===== src/rtl/hi6110_bus_arbiter_if.sv =====
// rtl/hi6110_bus_arbiter_if.sv - requester and HI-6110 pin bundle for the bus arbiter
interface hi6110_bus_arbiter_if;
  logic [2:0]  req;
  logic [2:0]  req_rw;
  logic [11:0] req_addr;
  logic [47:0] req_wdata;
  logic [2:0]  grant;
  logic [2:0]  done;
  logic [15:0] rdata;
  logic        busy;
  logic [3:0]  reg_addr;
  logic [15:0] reg_data_o;
  logic        reg_data_oe;
  logic [15:0] reg_data_i;
  logic        cs;
  logic        rw;
  logic        str;

  modport master (
    output req, req_rw, req_addr, req_wdata, reg_data_i,
    input  grant, done, rdata, busy, reg_addr, reg_data_o, reg_data_oe, cs, rw, str
  );

  modport slave (
    input  req, req_rw, req_addr, req_wdata, reg_data_i,
    output grant, done, rdata, busy, reg_addr, reg_data_o, reg_data_oe, cs, rw, str
  );
endinterface


===== src/rtl/hi6110_bus_arbiter.sv =====
// rtl/hi6110_bus_arbiter.sv - round-robin sharing of the HI-6110 register bus between three requesters
module hi6110_bus_arbiter #(
  parameter int T_SETUP = 5,
  parameter int T_STR   = 9,
  parameter int T_HOLD  = 7,
  parameter int T_GAP   = 6
) (
  input logic                 clk,
  input logic                 rst,
  hi6110_bus_arbiter_if.slave bus
);

  typedef enum logic [2:0] {ST_IDLE, ST_SETUP, ST_STROBE, ST_HOLD, ST_GAP} state_t;

  localparam logic [4:0] L_SETUP = 5'(T_SETUP - 1);
  localparam logic [4:0] L_STR   = 5'(T_STR - 1);
  localparam logic [4:0] L_HOLD  = 5'(T_HOLD - 1);
  localparam logic [4:0] L_GAP   = 5'(T_GAP - 1);

  state_t      r_state, w_state;
  logic [4:0]  r_cnt, w_cnt;
  logic [1:0]  r_ptr, w_ptr;
  logic [1:0]  r_owner, w_owner;
  logic        r_read_op, w_read_op;
  logic [2:0]  r_grant, w_grant;
  logic [2:0]  r_done, w_done;
  logic [15:0] r_rdata, w_rdata;
  logic [15:0] r_capture, w_capture;
  logic        r_busy, w_busy;
  logic [3:0]  r_reg_addr, w_reg_addr;
  logic [15:0] r_reg_data_o, w_reg_data_o;
  logic        r_oe, w_oe;
  logic        r_cs, w_cs;
  logic        r_rw, w_rw;
  logic        r_str, w_str;

  logic        w_win_valid;
  logic [1:0]  w_win_idx;
  logic [3:0]  w_sel_addr;
  logic [15:0] w_sel_wdata;

  function automatic logic [1:0] f_mod3_add(input logic [1:0] a, input logic [1:0] b);
    logic [2:0] s;
    s = {1'b0, a} + {1'b0, b};
    if (s >= 3'd3) s = s - 3'd3;
    return s[1:0];
  endfunction

  // Scan from the pointer outward; the highest-offset hit is overwritten by nearer ones.
  always_comb begin
    w_win_valid = 1'b0;
    w_win_idx   = 2'd0;
    for (int k = 2; k >= 0; k--) begin
      if (bus.req[f_mod3_add(r_ptr, 2'(k))]) begin
        w_win_valid = 1'b1;
        w_win_idx   = f_mod3_add(r_ptr, 2'(k));
      end
    end
  end

  always_comb begin
    case (w_win_idx)
      2'd0:    begin w_sel_addr = bus.req_addr[3:0];  w_sel_wdata = bus.req_wdata[15:0];  end
      2'd1:    begin w_sel_addr = bus.req_addr[7:4];  w_sel_wdata = bus.req_wdata[31:16]; end
      default: begin w_sel_addr = bus.req_addr[11:8]; w_sel_wdata = bus.req_wdata[47:32]; end
    endcase
  end

  always_comb begin
    w_state      = r_state;
    w_cnt        = r_cnt;
    w_ptr        = r_ptr;
    w_owner      = r_owner;
    w_read_op    = r_read_op;
    w_grant      = 3'b000;
    w_done       = 3'b000;
    w_rdata      = r_rdata;
    w_capture    = r_capture;
    w_reg_addr   = r_reg_addr;
    w_reg_data_o = r_reg_data_o;
    w_oe         = r_oe;
    w_cs         = r_cs;
    w_rw         = r_rw;
    w_str        = r_str;
    w_busy       = 1'b0;
    case (r_state)
      ST_IDLE: begin
        if (w_win_valid) begin
          w_state    = ST_SETUP;
          w_cnt      = L_SETUP;
          w_grant    = 3'(3'b001 << w_win_idx);
          w_owner    = w_win_idx;
          w_ptr      = f_mod3_add(w_win_idx, 2'd1);
          w_read_op  = bus.req_rw[w_win_idx];
          w_rw       = bus.req_rw[w_win_idx];
          w_reg_addr = w_sel_addr;
          w_cs       = 1'b0;
          w_oe       = ~bus.req_rw[w_win_idx];
          if (!bus.req_rw[w_win_idx]) w_reg_data_o = w_sel_wdata;
        end
      end
      ST_SETUP: begin
        if (r_cnt == 5'd0) begin
          w_state = ST_STROBE;
          w_cnt   = L_STR;
          w_str   = 1'b0;
        end else begin
          w_cnt = r_cnt - 5'd1;
        end
      end
      ST_STROBE: begin
        if (r_cnt == 5'd0) begin
          w_state   = ST_HOLD;
          w_cnt     = L_HOLD;
          w_str     = 1'b1;
          w_capture = bus.reg_data_i;
        end else begin
          w_cnt = r_cnt - 5'd1;
        end
      end
      ST_HOLD: begin
        if (r_cnt == 5'd0) begin
          w_state = ST_GAP;
          w_cnt   = L_GAP;
          w_cs    = 1'b1;
          w_rw    = 1'b1;
          w_oe    = 1'b0;
        end else begin
          w_cnt = r_cnt - 5'd1;
        end
      end
      ST_GAP: begin
        if (r_cnt == 5'd0) begin
          w_state = ST_IDLE;
          w_done  = 3'(3'b001 << r_owner);
          if (r_read_op) w_rdata = r_capture;
        end else begin
          w_cnt = r_cnt - 5'd1;
        end
      end
      default: w_state = ST_IDLE;
    endcase
    w_busy = (w_state != ST_IDLE);
  end

  always_ff @(posedge clk or posedge rst) begin
    if (rst) begin
      r_state      <= ST_IDLE;
      r_cnt        <= 5'd0;
      r_ptr        <= 2'd0;
      r_owner      <= 2'd0;
      r_read_op    <= 1'b0;
      r_grant      <= 3'b000;
      r_done       <= 3'b000;
      r_rdata      <= 16'h0000;
      r_capture    <= 16'h0000;
      r_busy       <= 1'b0;
      r_reg_addr   <= 4'h0;
      r_reg_data_o <= 16'h0000;
      r_oe         <= 1'b0;
      r_cs         <= 1'b1;
      r_rw         <= 1'b1;
      r_str        <= 1'b1;
    end else begin
      r_state      <= w_state;
      r_cnt        <= w_cnt;
      r_ptr        <= w_ptr;
      r_owner      <= w_owner;
      r_read_op    <= w_read_op;
      r_grant      <= w_grant;
      r_done       <= w_done;
      r_rdata      <= w_rdata;
      r_capture    <= w_capture;
      r_busy       <= w_busy;
      r_reg_addr   <= w_reg_addr;
      r_reg_data_o <= w_reg_data_o;
      r_oe         <= w_oe;
      r_cs         <= w_cs;
      r_rw         <= w_rw;
      r_str        <= w_str;
    end
  end

  assign bus.grant       = r_grant;
  assign bus.done        = r_done;
  assign bus.rdata       = r_rdata;
  assign bus.busy        = r_busy;
  assign bus.reg_addr    = r_reg_addr;
  assign bus.reg_data_o  = r_reg_data_o;
  assign bus.reg_data_oe = r_oe;
  assign bus.cs          = r_cs;
  assign bus.rw          = r_rw;
  assign bus.str         = r_str;

endmodule

===== src/flat_wrapper.sv =====
// flat-port wrapper written by rule: the top's interface ports become plain ports
module hi6110_bus_arbiter_flat 
#(
  parameter int T_SETUP = 5,
  parameter int T_STR   = 9,
  parameter int T_HOLD  = 7,
  parameter int T_GAP   = 6
)
  (clk, rst, bus_req, bus_req_rw, bus_req_addr, bus_req_wdata, bus_reg_data_i, bus_grant, bus_done, bus_rdata, bus_busy, bus_reg_addr, bus_reg_data_o, bus_reg_data_oe, bus_cs, bus_rw, bus_str);
  hi6110_bus_arbiter_if bus_i ();
  input logic clk;
  input logic rst;
  input wire logic [$bits(bus_i.req)-1:0] bus_req;
  input wire logic [$bits(bus_i.req_rw)-1:0] bus_req_rw;
  input wire logic [$bits(bus_i.req_addr)-1:0] bus_req_addr;
  input wire logic [$bits(bus_i.req_wdata)-1:0] bus_req_wdata;
  input wire logic [$bits(bus_i.reg_data_i)-1:0] bus_reg_data_i;
  output wire logic [$bits(bus_i.grant)-1:0] bus_grant;
  output wire logic [$bits(bus_i.done)-1:0] bus_done;
  output wire logic [$bits(bus_i.rdata)-1:0] bus_rdata;
  output wire logic [$bits(bus_i.busy)-1:0] bus_busy;
  output wire logic [$bits(bus_i.reg_addr)-1:0] bus_reg_addr;
  output wire logic [$bits(bus_i.reg_data_o)-1:0] bus_reg_data_o;
  output wire logic [$bits(bus_i.reg_data_oe)-1:0] bus_reg_data_oe;
  output wire logic [$bits(bus_i.cs)-1:0] bus_cs;
  output wire logic [$bits(bus_i.rw)-1:0] bus_rw;
  output wire logic [$bits(bus_i.str)-1:0] bus_str;
  assign bus_i.req = bus_req;
  assign bus_i.req_rw = bus_req_rw;
  assign bus_i.req_addr = bus_req_addr;
  assign bus_i.req_wdata = bus_req_wdata;
  assign bus_i.reg_data_i = bus_reg_data_i;
  assign bus_grant = bus_i.grant;
  assign bus_done = bus_i.done;
  assign bus_rdata = bus_i.rdata;
  assign bus_busy = bus_i.busy;
  assign bus_reg_addr = bus_i.reg_addr;
  assign bus_reg_data_o = bus_i.reg_data_o;
  assign bus_reg_data_oe = bus_i.reg_data_oe;
  assign bus_cs = bus_i.cs;
  assign bus_rw = bus_i.rw;
  assign bus_str = bus_i.str;
  hi6110_bus_arbiter #(.T_SETUP(T_SETUP), .T_STR(T_STR), .T_HOLD(T_HOLD), .T_GAP(T_GAP)) u_core (.clk(clk), .rst(rst), .bus(bus_i));
endmodule

===== config.mk =====
export PLATFORM = sky130hd
export DESIGN_NAME = hi6110_bus_arbiter_flat
export DESIGN_NICKNAME = d
export VERILOG_FILES = /design/src/rtl/hi6110_bus_arbiter_if.sv /design/src/rtl/hi6110_bus_arbiter.sv /design/src/flat_wrapper.sv
export SDC_FILE = /design/constraint.sdc
export NUM_CORES = 1
export LEC_CHECK = 0
export ABC_AREA = 1
export BUFFER_PORTS_ARGS = -buffer_cell sky130_fd_sc_hd__buf_2
export CAP_MARGIN = 20
export CORE_ASPECT_RATIO = 0.7
export CORE_MARGIN = 10
export CORE_UTILIZATION = 54
export CTS_BUF_LIST = sky130_fd_sc_hd__clkbuf_16
export CTS_CLUSTER_DIAMETER = 150
export DETAILED_ROUTE_END_ITERATION = 8
export MAX_ROUTING_LAYER = met4
export PLACE_DENSITY_LB_ADDON = 0.08
export SLEW_MARGIN = 40
export SYNTH_ARGS = -nofsm -noshare
export SYNTH_HDL_FRONTEND = slang
export SYNTH_SLANG_ARGS = --single-unit

===== constraint.sdc =====
create_clock -name clk -period 3.8 [get_ports clk]
set_clock_uncertainty 0.1 [all_clocks]
set_input_delay 0.57 -clock clk [delete_from_list [all_inputs] [get_ports clk]]
set_output_delay 0.57 -clock clk [all_outputs]
set_load 0.02 [all_outputs]

* Word-level counts from Yosys, hierarchy flattened
Cells that the tools add are included.
** Storage, ports and cells
- Flip-flop bits (word level) :: 76
- Output and inout bits :: 47
** Cells by class
- Mux-type cells :: 45
- Shift-type cells :: 2
- Reduce and logical (&&, ||, !) cells :: 14
- $add $sub $neg :: 8
- Bitwise operators :: 1
- Eq/ne operators :: 10
- Order comparisons :: 8
** Operator list (count)
- $pmux 16 s2 :: 1
- $mux 3 :: 9
- $mux 5 :: 5
- $pmux 5 s5 :: 1
- $pmux 3 s5 :: 1
- $reduce_and 3->1 :: 5
- $mux 2 :: 7
- $lt 2x3->1 const B :: 4
- $mux 1 :: 12
- $ge 3x2->1 const B :: 3
- $bmux 1 s2 :: 4
- $ne 2x1->1 const B :: 4
- $pmux 1 s2 :: 4
- $pmux 4 s2 :: 1
- $sub 2x2->2 const B :: 4
- $add 2x1->3 const B :: 2
- $eq 3x2->1 const B :: 2
- $shl 1x2->3 const A :: 2
- $logic_not 5->1 :: 1
- $reduce_bool 5->1 :: 1
- $sub 5x1->5 const B :: 1
- $reduce_and 2->1 :: 2
- $reduce_bool 2->1 :: 2
- $add 2x2->3 const B :: 1
- 9 further kinds :: 9

* Longest topological paths before layout
Gate-level depths: netlist of run 1.
- Depth in word-level cells :: 13
- Mapped depth :: 17
- Depth with buffers taken out :: 16

* Worst setup path after synthesis of run 1
OpenSTA, ideal clock, no wires.
- Path kind :: register -> register
- Start :: register u_core.r_ptr[0]
- End :: register u_core.r_reg_data_o[0] (netlist: u_core.bus.reg_data_o[0])
- Path buffers :: 1
- Cell stages (with the launch flop) :: 18
- Required time :: 3584 ps
- Slack :: 1395 ps
- Arrival :: 2188 ps
- Cell sequence :: dfrtp_1 > inv_1 > ha_1 > inv_2 > nand2_1 > nand2_1 > nand2_1 > nand2_1 > nand2_1 > nand2_1 > o22ai_1 > ha_1 > clkinv_1 > clkbuf_1 > nand3_1 > nand3_1 > nand2_1 > nand2_1
** On the way
- Word-level cells in the longest chain between the ends :: 12
- Elaborated cells on any way between the ends :: 30
- Those cells by class :: 5 x add/sub; 3 x order compare; 1 x eq/ne; 18 x mux; 1 x bitwise; 2 x reduce/logical
** Ends and longest elaborated chain
- start: declaration :: line hi6110_bus_arbiter.sv:22 : logic [1:0] r_ptr, w_ptr;
- start signal: assignment :: line hi6110_bus_arbiter.sv:167 : r_ptr <= w_ptr;
- $add 2x2->3 :: line hi6110_bus_arbiter.sv:44 : s = {1'b0, a} + {1'b0, b};
- $ge 3x2->1 / $sub 2x2->2 (equally long branches) :: line hi6110_bus_arbiter.sv:45 : if (s >= 3'd3) s = s - 3'd3;
- $mux 2 :: line hi6110_bus_arbiter.sv:45
- $bmux 1 s2 :: line hi6110_bus_arbiter.sv:54 : if (bus.req[f_mod3_add(r_ptr, 2'(k))]) begin
- $mux 1 (not written as such) :: line hi6110_bus_arbiter.sv:54
- $mux 2 (2 in series) :: line hi6110_bus_arbiter.sv:54
- $mux 2 * :: line hi6110_bus_arbiter.sv:54
- named net u_core.w_win_idx[0] :: line hi6110_bus_arbiter.sv:38 : logic [1:0] w_win_idx;
- $bmux 1 s2 :: line hi6110_bus_arbiter.sv:99 : if (!bus.req_rw[w_win_idx]) w_reg_data_o = w_sel_wdata;
- $mux 1 (not written as such) :: line hi6110_bus_arbiter.sv:99
- $not 1->1 (no line)
- $reduce_and 3->1 (no line)
- end signal: assignment :: line hi6110_bus_arbiter.sv:176 : r_reg_data_o <= w_reg_data_o;
- end: declaration :: line hi6110_bus_arbiter.sv:31 : logic [15:0] r_reg_data_o, w_reg_data_o;
The timed path passes the listed nets; every way through them passes the cells marked *. The select of a mux whose other input is x is not followed.
A chain may end at the register's enable or synchronous reset.

* Worst setup path after layout of run 1
- Start :: register u_core.r_ptr[0]
- End :: register u_core.r_reg_addr[1] (netlist: u_core.bus.reg_addr[1])
** On the way
- Word-level cells in the longest chain between the ends :: 10
- Elaborated cells on any way between the ends :: 27
- Those cells by class :: 5 x add/sub; 3 x order compare; 1 x eq/ne; 16 x mux; 2 x reduce/logical
** Ends and longest elaborated chain
- $add 2x2->3 :: line hi6110_bus_arbiter.sv:44
- $ge 3x2->1 / $sub 2x2->2 (equally long branches) :: line hi6110_bus_arbiter.sv:45
- $mux 2 :: line hi6110_bus_arbiter.sv:45
- $bmux 1 s2 :: line hi6110_bus_arbiter.sv:54
- $mux 1 (not written as such) :: line hi6110_bus_arbiter.sv:54
- $mux 2 (2 in series) :: line hi6110_bus_arbiter.sv:54
- $mux 2 * :: line hi6110_bus_arbiter.sv:54
- named net u_core.w_win_idx[0] :: line hi6110_bus_arbiter.sv:38
- $eq 2x1->1 / $logic_not 2->1 (equally long branches) :: line hi6110_bus_arbiter.sv:62 : case (w_win_idx)
- $pmux 4 s2 * :: line hi6110_bus_arbiter.sv:62
- end signal: assignment :: line hi6110_bus_arbiter.sv:175 : r_reg_addr <= w_reg_addr;
- end: declaration :: line hi6110_bus_arbiter.sv:30 : logic [3:0] r_reg_addr, w_reg_addr;
Marked as above.

==> results.tsv, run 1 <==
metric	value	unit
status	complete, no violations	
die_x	119	µm
drt_first_pass_iters	5	
synth_cells	471	
drt-initial-drc-count	209	
die_h	89.3	µm
avgRoutedWirePerCell	14.7	µm
seq_area_frac_synth	51.5	%
clk_pin_slew_worst_paths	60	ps
max-vdd-ir-drop	0.196	mV
core-area	6690	µm²
cp-end-kind	flip-flop	
final_cell_mix	167 x nand2_1, 130 x buf_2, 73 x dfrtp_1	
insertion_delay	330	ps
area_delta_synth_final	28.7	%
cts_resized	0	
leakage	2.69	nW
avgViaCountPerCell	5.08	
syn_avg_cell_area	7.86	µm²
cts.sinks	76	
setup_tns	0	ps
cellPowerDensity	402	nW/µm²
fmax	0.318	GHz
nNetsFinal	690	
overflow	0	
ios	131	
antenna_left	0	
holdBufCountCts	0	
gp_congestion	0.906	
hpwl	7830	µm
syn_area	3700	µm²
first_global_vias	3691	
maxSlewHeadroom	58.2	%
hold_viol_final	0	
routed-via-count	3555	
drv_slew	0	
tritoncts	built	
drive_gt1_share	27.8	%
grt_pass1_wl	17200	µm
rsz0062_at_grt	no	
cts_root_buffer	clkbuf_16	
setup_slack	652	ps
start_util	55.3	%
antenna_found_initial	1	
final_common_cell	nand2_1	
numCtsBuffers	9	
crit_arrival	3260	ps
yosysWarnings	0	
grt_max_degree	34	
worstPathMaxFanout	21	
synth-seq-cells	76	
fin_crit	3150	ps
drv_cap	0	
r2r_cells	17	
synth_nets	561	
n_fill_cell	575	
setup_viol	0	
grt_use_total	20.5	%
htreeDepth	3	
cts_setup_buffers	0	
wirelength	10300	µm
place_ws	696	ps
min_period_over_period	82.8	%
route.detailed.drc	0	
clockBufferDepth	2	
tightestPinTransition	625	ps
path_class	reg2reg	
netlist-cell-type-count	29	
die_area	10600	µm²
fp-row-count	25	
cp.required	3920	ps
cp-start-kind	flip-flop	
worstHoldPathType	in2async	
port_buffers	130	
[stage by stage]
step	util [%]	hold WS, ps	total power, W	std cells	cell area [µm²]
after floorplan	-	323	0.000904	471	3700
after global placement	65.9	341	0.000963	683	4410
after detailed placement	66.0	354	0.000966	683	4420
after CTS	71.1	200	0.00193	699	4760
after global routing	71.2	241	0.00198	700	4760
final	71.2	185	0.00191	700	4760
[cell type report]
cell class              instances  area (µm²)  area share [%]
diodes                          1        2.50          0.0525
clock buffers                   9         225            4.73
clock inverters                 7         116            2.44
inverters                      54         203            4.26
multi-input cells             326        1520            31.9
flip-flops and latches         76        1910            40.0
well taps                      94         118            2.47
repair buffers                133         673            14.1
[state kept, by name (all words and copies together) (netlist names)]
| name | count |
|---|---|
| u_core.bus.rw | 1 |
| u_core.r_owner | 2 |
| u_core.r_cnt | 5 |
| u_core.bus.busy | 1 |
| u_core.bus.cs | 1 |
| u_core.r_state | 3 |
| u_core.bus.done | 3 |
| u_core.bus.reg_addr | 4 |
| u_core.bus.reg_data_o | 16 |
| u_core.r_read_op | 1 |
| u_core.r_capture | 16 |
| u_core.r_ptr | 2 |
| u_core.bus.rdata | 16 |
| u_core.bus.str | 1 |
| u_core.bus.grant | 3 |
| u_core.bus.reg_data_oe | 1 |
[path summary, 6_finish.rpt]
kind,end,start,slack [ps]
min in group clk,u_core.r_capture[7],bus_reg_data_i[7],350
setup reg to reg,u_core.bus.reg_addr[1],u_core.r_ptr[0],650
setup / recovery,u_core.bus.reg_addr[1],u_core.r_ptr[0],650
max in group asynchronous,u_core.bus.str,rst,2620
hold / removal,u_core.r_capture[15],rst,190
hold reg to reg,u_core.bus.cs,u_core.bus.cs,360
[synth_stat cells (all sizes together)]
master	instances	area, µm²
a21oi	14	70.1
a22oi	1	7.51
and2	1	6.26
buf	5	43.8
clkbuf	10	37.5
clkinv	1	3.75
dfrtp	73	1830
dfstp	3	78.8
ha	6	75.1
inv	53	199
nand2	170	643
nand3	47	250
nand4	4	31.3
nor2	28	123
nor3	1	5.00
nor4	1	6.26
o211ai	4	30.0
o21ai	44	224
o22ai	1	6.26
o31ai	2	15.0
xor2	2	17.5
[cells by family (layout without fill, tap and decap cells)]
kind of cell / Yosys count / count (layout) / synth area share (%)
AND/OR/NAND/NOR: 252 / 252 / 28.8
flip-flops: 76 / 76 / 51.5
buffers and inverters: 69 / 203 / 7.68
AO/OA/AOI/OAI: 66 / 66 / 9.54
adder cells (fa/ha/maj): 6 / 6 / 2.03
XOR/XNOR: 2 / 2 / 0.474
other: 0 / 1 / 0
[per-layer routing]
| metal | global-route usage, % | wire (µm) | vias up |
|---|---|---|---|
| li1 | - | - | 1753 |
| met1 | 24.2 | 4440 | 1644 |
| met2 | 33.9 | 5020 | 143 |
| met3 | 5.68 | 659 | 15 |
| met4 | 6.63 | 178 | 0 |
| met5 | - | 0 | - |
[power by group]
part	total, W	internal [W]	switching [W]
logic	0.000130	0.0000538	0.0000766
registers	0.000821	0.000818	0.00000249
clock network	0.000964	0.000639	0.000325
[critical path: stages, from the launching register on]
cell      delay, ps
dfrtp_1         370
inv_1            90
ha_1            350
inv_2            70
nand2_1          60
nand2_1          60
nand2_1          80
nand2_1          90
nand2_1         110
nand2_1          50
o22ai_1         190
ha_1            190
buf_4           230
clkinv_1        460
nand2_1         220
inv_1            90
a21oi_1         170
nor2_1           50
Note: power is estimated with default switching activity, not from simulation.
==> run 2: changes to the inputs <==
--- a/config.mk
+++ b/config.mk
@@ -10,7 +10,7 @@
 export CAP_MARGIN = 20
 export CORE_ASPECT_RATIO = 0.7
 export CORE_MARGIN = 10
-export CORE_UTILIZATION = 54
+export CORE_UTILIZATION = 45
 export CTS_BUF_LIST = sky130_fd_sc_hd__clkbuf_16
 export CTS_CLUSTER_DIAMETER = 150
 export DETAILED_ROUTE_END_ITERATION = 8
==> constraint.sdc (replaced) <==
create_clock -name clk -period 2.63 [get_ports clk]
set_clock_uncertainty 0.1 [all_clocks]
set_input_delay 0.3945 -clock clk [delete_from_list [all_inputs] [get_ports clk]]
set_output_delay 0.3945 -clock clk [all_outputs]
set_load 0.02 [all_outputs]
==> results.tsv, run 2 (synthesis gave the netlist of run 1 again) <==
metric	value	unit	change
worstPathMaxFanout	18		was 21
nNetsFinal	699		was 690
die_h	95.9	µm	was 89.3 µm
htreeDepth	3		unchanged
hold_viol_final	0		unchanged
clockBufferDepth	2		unchanged
fin_crit	2500	ps	was 3150 ps
clk_pin_slew_worst_paths	60	ps	about the same
antenna_found_initial	0		was 1
drv_slew	0		unchanged
drv_cap	0		unchanged
gp_congestion	0.841		was 0.906
grt_pass1_wl	16400	µm	was 17200 µm
n_fill_cell	740		was 575
core-area	7940	µm²	was 6690 µm²
min_period_over_period	94.9	%	was 82.8%
cp-start-kind	flip-flop		unchanged
final_cell_mix	168 x nand2_1, 130 x buf_2, 73 x dfrtp_1		was 167 x nand2_1, 130 x buf_2, 73 x dfrtp_1
holdBufCountCts	0		unchanged
ios	131		unchanged
routed-via-count	3437		was 3555
fmax	0.400	GHz	was 0.318 GHz
first_global_vias	3458		was 3691
port_buffers	130		unchanged
r2r_cells	15		was 17
fp-row-count	27		was 25
die_area	12300	µm²	was 10600 µm²
multi_input_area	1550	µm²	was 1520 µm²
crit_arrival	2610	ps	was 3260 ps
path_class	reg2reg		unchanged
grt_max_degree	77		was 34
final_common_cell	nand2_1		unchanged
hpwl	7670	µm	was 7830 µm
antenna_left	0		unchanged
cp-end-kind	flip-flop		unchanged
numCtsBuffers	9		unchanged
drt-initial-drc-count	239		was 209
insertion_delay	330	ps	about the same
cts.sinks	76		unchanged
avgRoutedWirePerCell	14.0	µm	was 14.7 µm
grt_use_total	17.0	%	was 20.5%
whs	46.9	ps	was 185 ps
antenna_cells	0		was 1
cellPowerDensity	513	nW/µm²	was 402 nW/µm²
tightestPinTransition	398	ps	was 625 ps
area_delta_synth_final	29.8	%	was 28.7%
leakage	2.71	nW	was 2.69 nW
setup_viol	0		unchanged
status	complete, no violations		unchanged
cts_root_buffer	clkbuf_16		unchanged
start_util	46.6	%	was 55.3%
setup_slack	133	ps	was 652 ps
cp.required	2750	ps	was 3920 ps
drt_first_pass_iters	4		was 5
max-vdd-ir-drop	0.470	mV	was 0.196 mV
die_x	128	µm	was 119 µm
worstHoldPathType	in2async		unchanged
avgViaCountPerCell	4.81		was 5.08
overflow	0		unchanged
route.detailed.drc	0		unchanged
tritoncts	built		unchanged
wirelength	10000	µm	was 10300 µm
maxSlewHeadroom	73.4	%	was 58.2%
ff_latch_area	1910	µm²	unchanged
place_ws	36.4	ps	was 696 ps
drive_gt1_share	29.5	%	was 27.8%
-- run 2: cell types whose count changed in the layout (fill, tap and decap cells not counted), sizes merged --
cell and change:
bufinv -3, clkinvlp -2, buf +9, diode -1, clkinv +5
-- run 2: metal layers --
layer	GRT usage, %	routed length [µm]	up-vias
met5	-	0	-
met4	3.36	80	0
met3	6.10	506	7
met2	26.2	4680	78
met1	21.2	4730	1582
li1	-	-	1770
-- run 2: final cells by class --
cell class | instances | area share [%]
sequential | 76 | 39.7
multi-input combinational | 326 | 32.3
timing repair buffer | 142 | 15.8
clock buffer | 9 | 4.69
inverter | 54 | 4.22
tap | 101 | 2.63
clock inverter | 7 | 0.729
-- run 2: path summary, 6_finish.rpt --
| path | startpoint | to | slack [ps] |
|---|---|---|---|
| max | u_core.r_ptr[0] | u_core.bus.reg_addr[1] | 130 |
| min | rst | u_core.bus.rdata[3] | 50 |
| max reg2reg | u_core.r_ptr[0] | u_core.bus.reg_addr[1] | 130 |
| min reg2reg | u_core.r_owner[1] | u_core.bus.done[0] | 350 |
| max in group asynchronous | rst | u_core.bus.cs | 2050 |
| min in group clk | bus_reg_data_i[15] | u_core.r_capture[15] | 170 |
-- run 2: metrics by stage --
stage / total power, W / setup TNS (ps) / area, µm² / cells / util (%)
after floorplan: 0.00131 / 0 / 3700 / 471 / -
after global placement: 0.00139 / 0 / 4470 / 695 / 56.3
after detailed placement: 0.00140 / 0 / 4470 / 695 / 56.3
after CTS: 0.00248 / 0 / 4730 / 711 / 59.6
after global routing: 0.00258 / -81.2 / 4800 / 715 / 60.5
final: 0.00246 / 0 / 4800 / 715 / 60.5
-- run 2: worst max-delay path, cell delays in order, from the launching register on --
cell and delay, ps:
dfrtp_1 430, buf_4 150, ha_1 180, inv_1 80, nand3_1 140, inv_2 100
nor2_4 40, buf_4 130, o22ai_2 170, ha_2 230, clkinv_1 80, buf_6 160
nand2_1 90, inv_1 70, a21oi_1 170, nor2_1 70
-- run 2: report_power, final --
part / switching (W) / internal (W) / total (W)
registers: 0.00000299 / 0.00118 / 0.00119
clock network: 0.000460 / 0.000624 / 0.00108
logic: 0.000110 / 0.0000854 / 0.000195
-- run 2: repair_timing --
action,4_1_cts,5_1_grt
setup endpoints to repair,0,20
resized for setup,0,9
buffers inserted,0,4
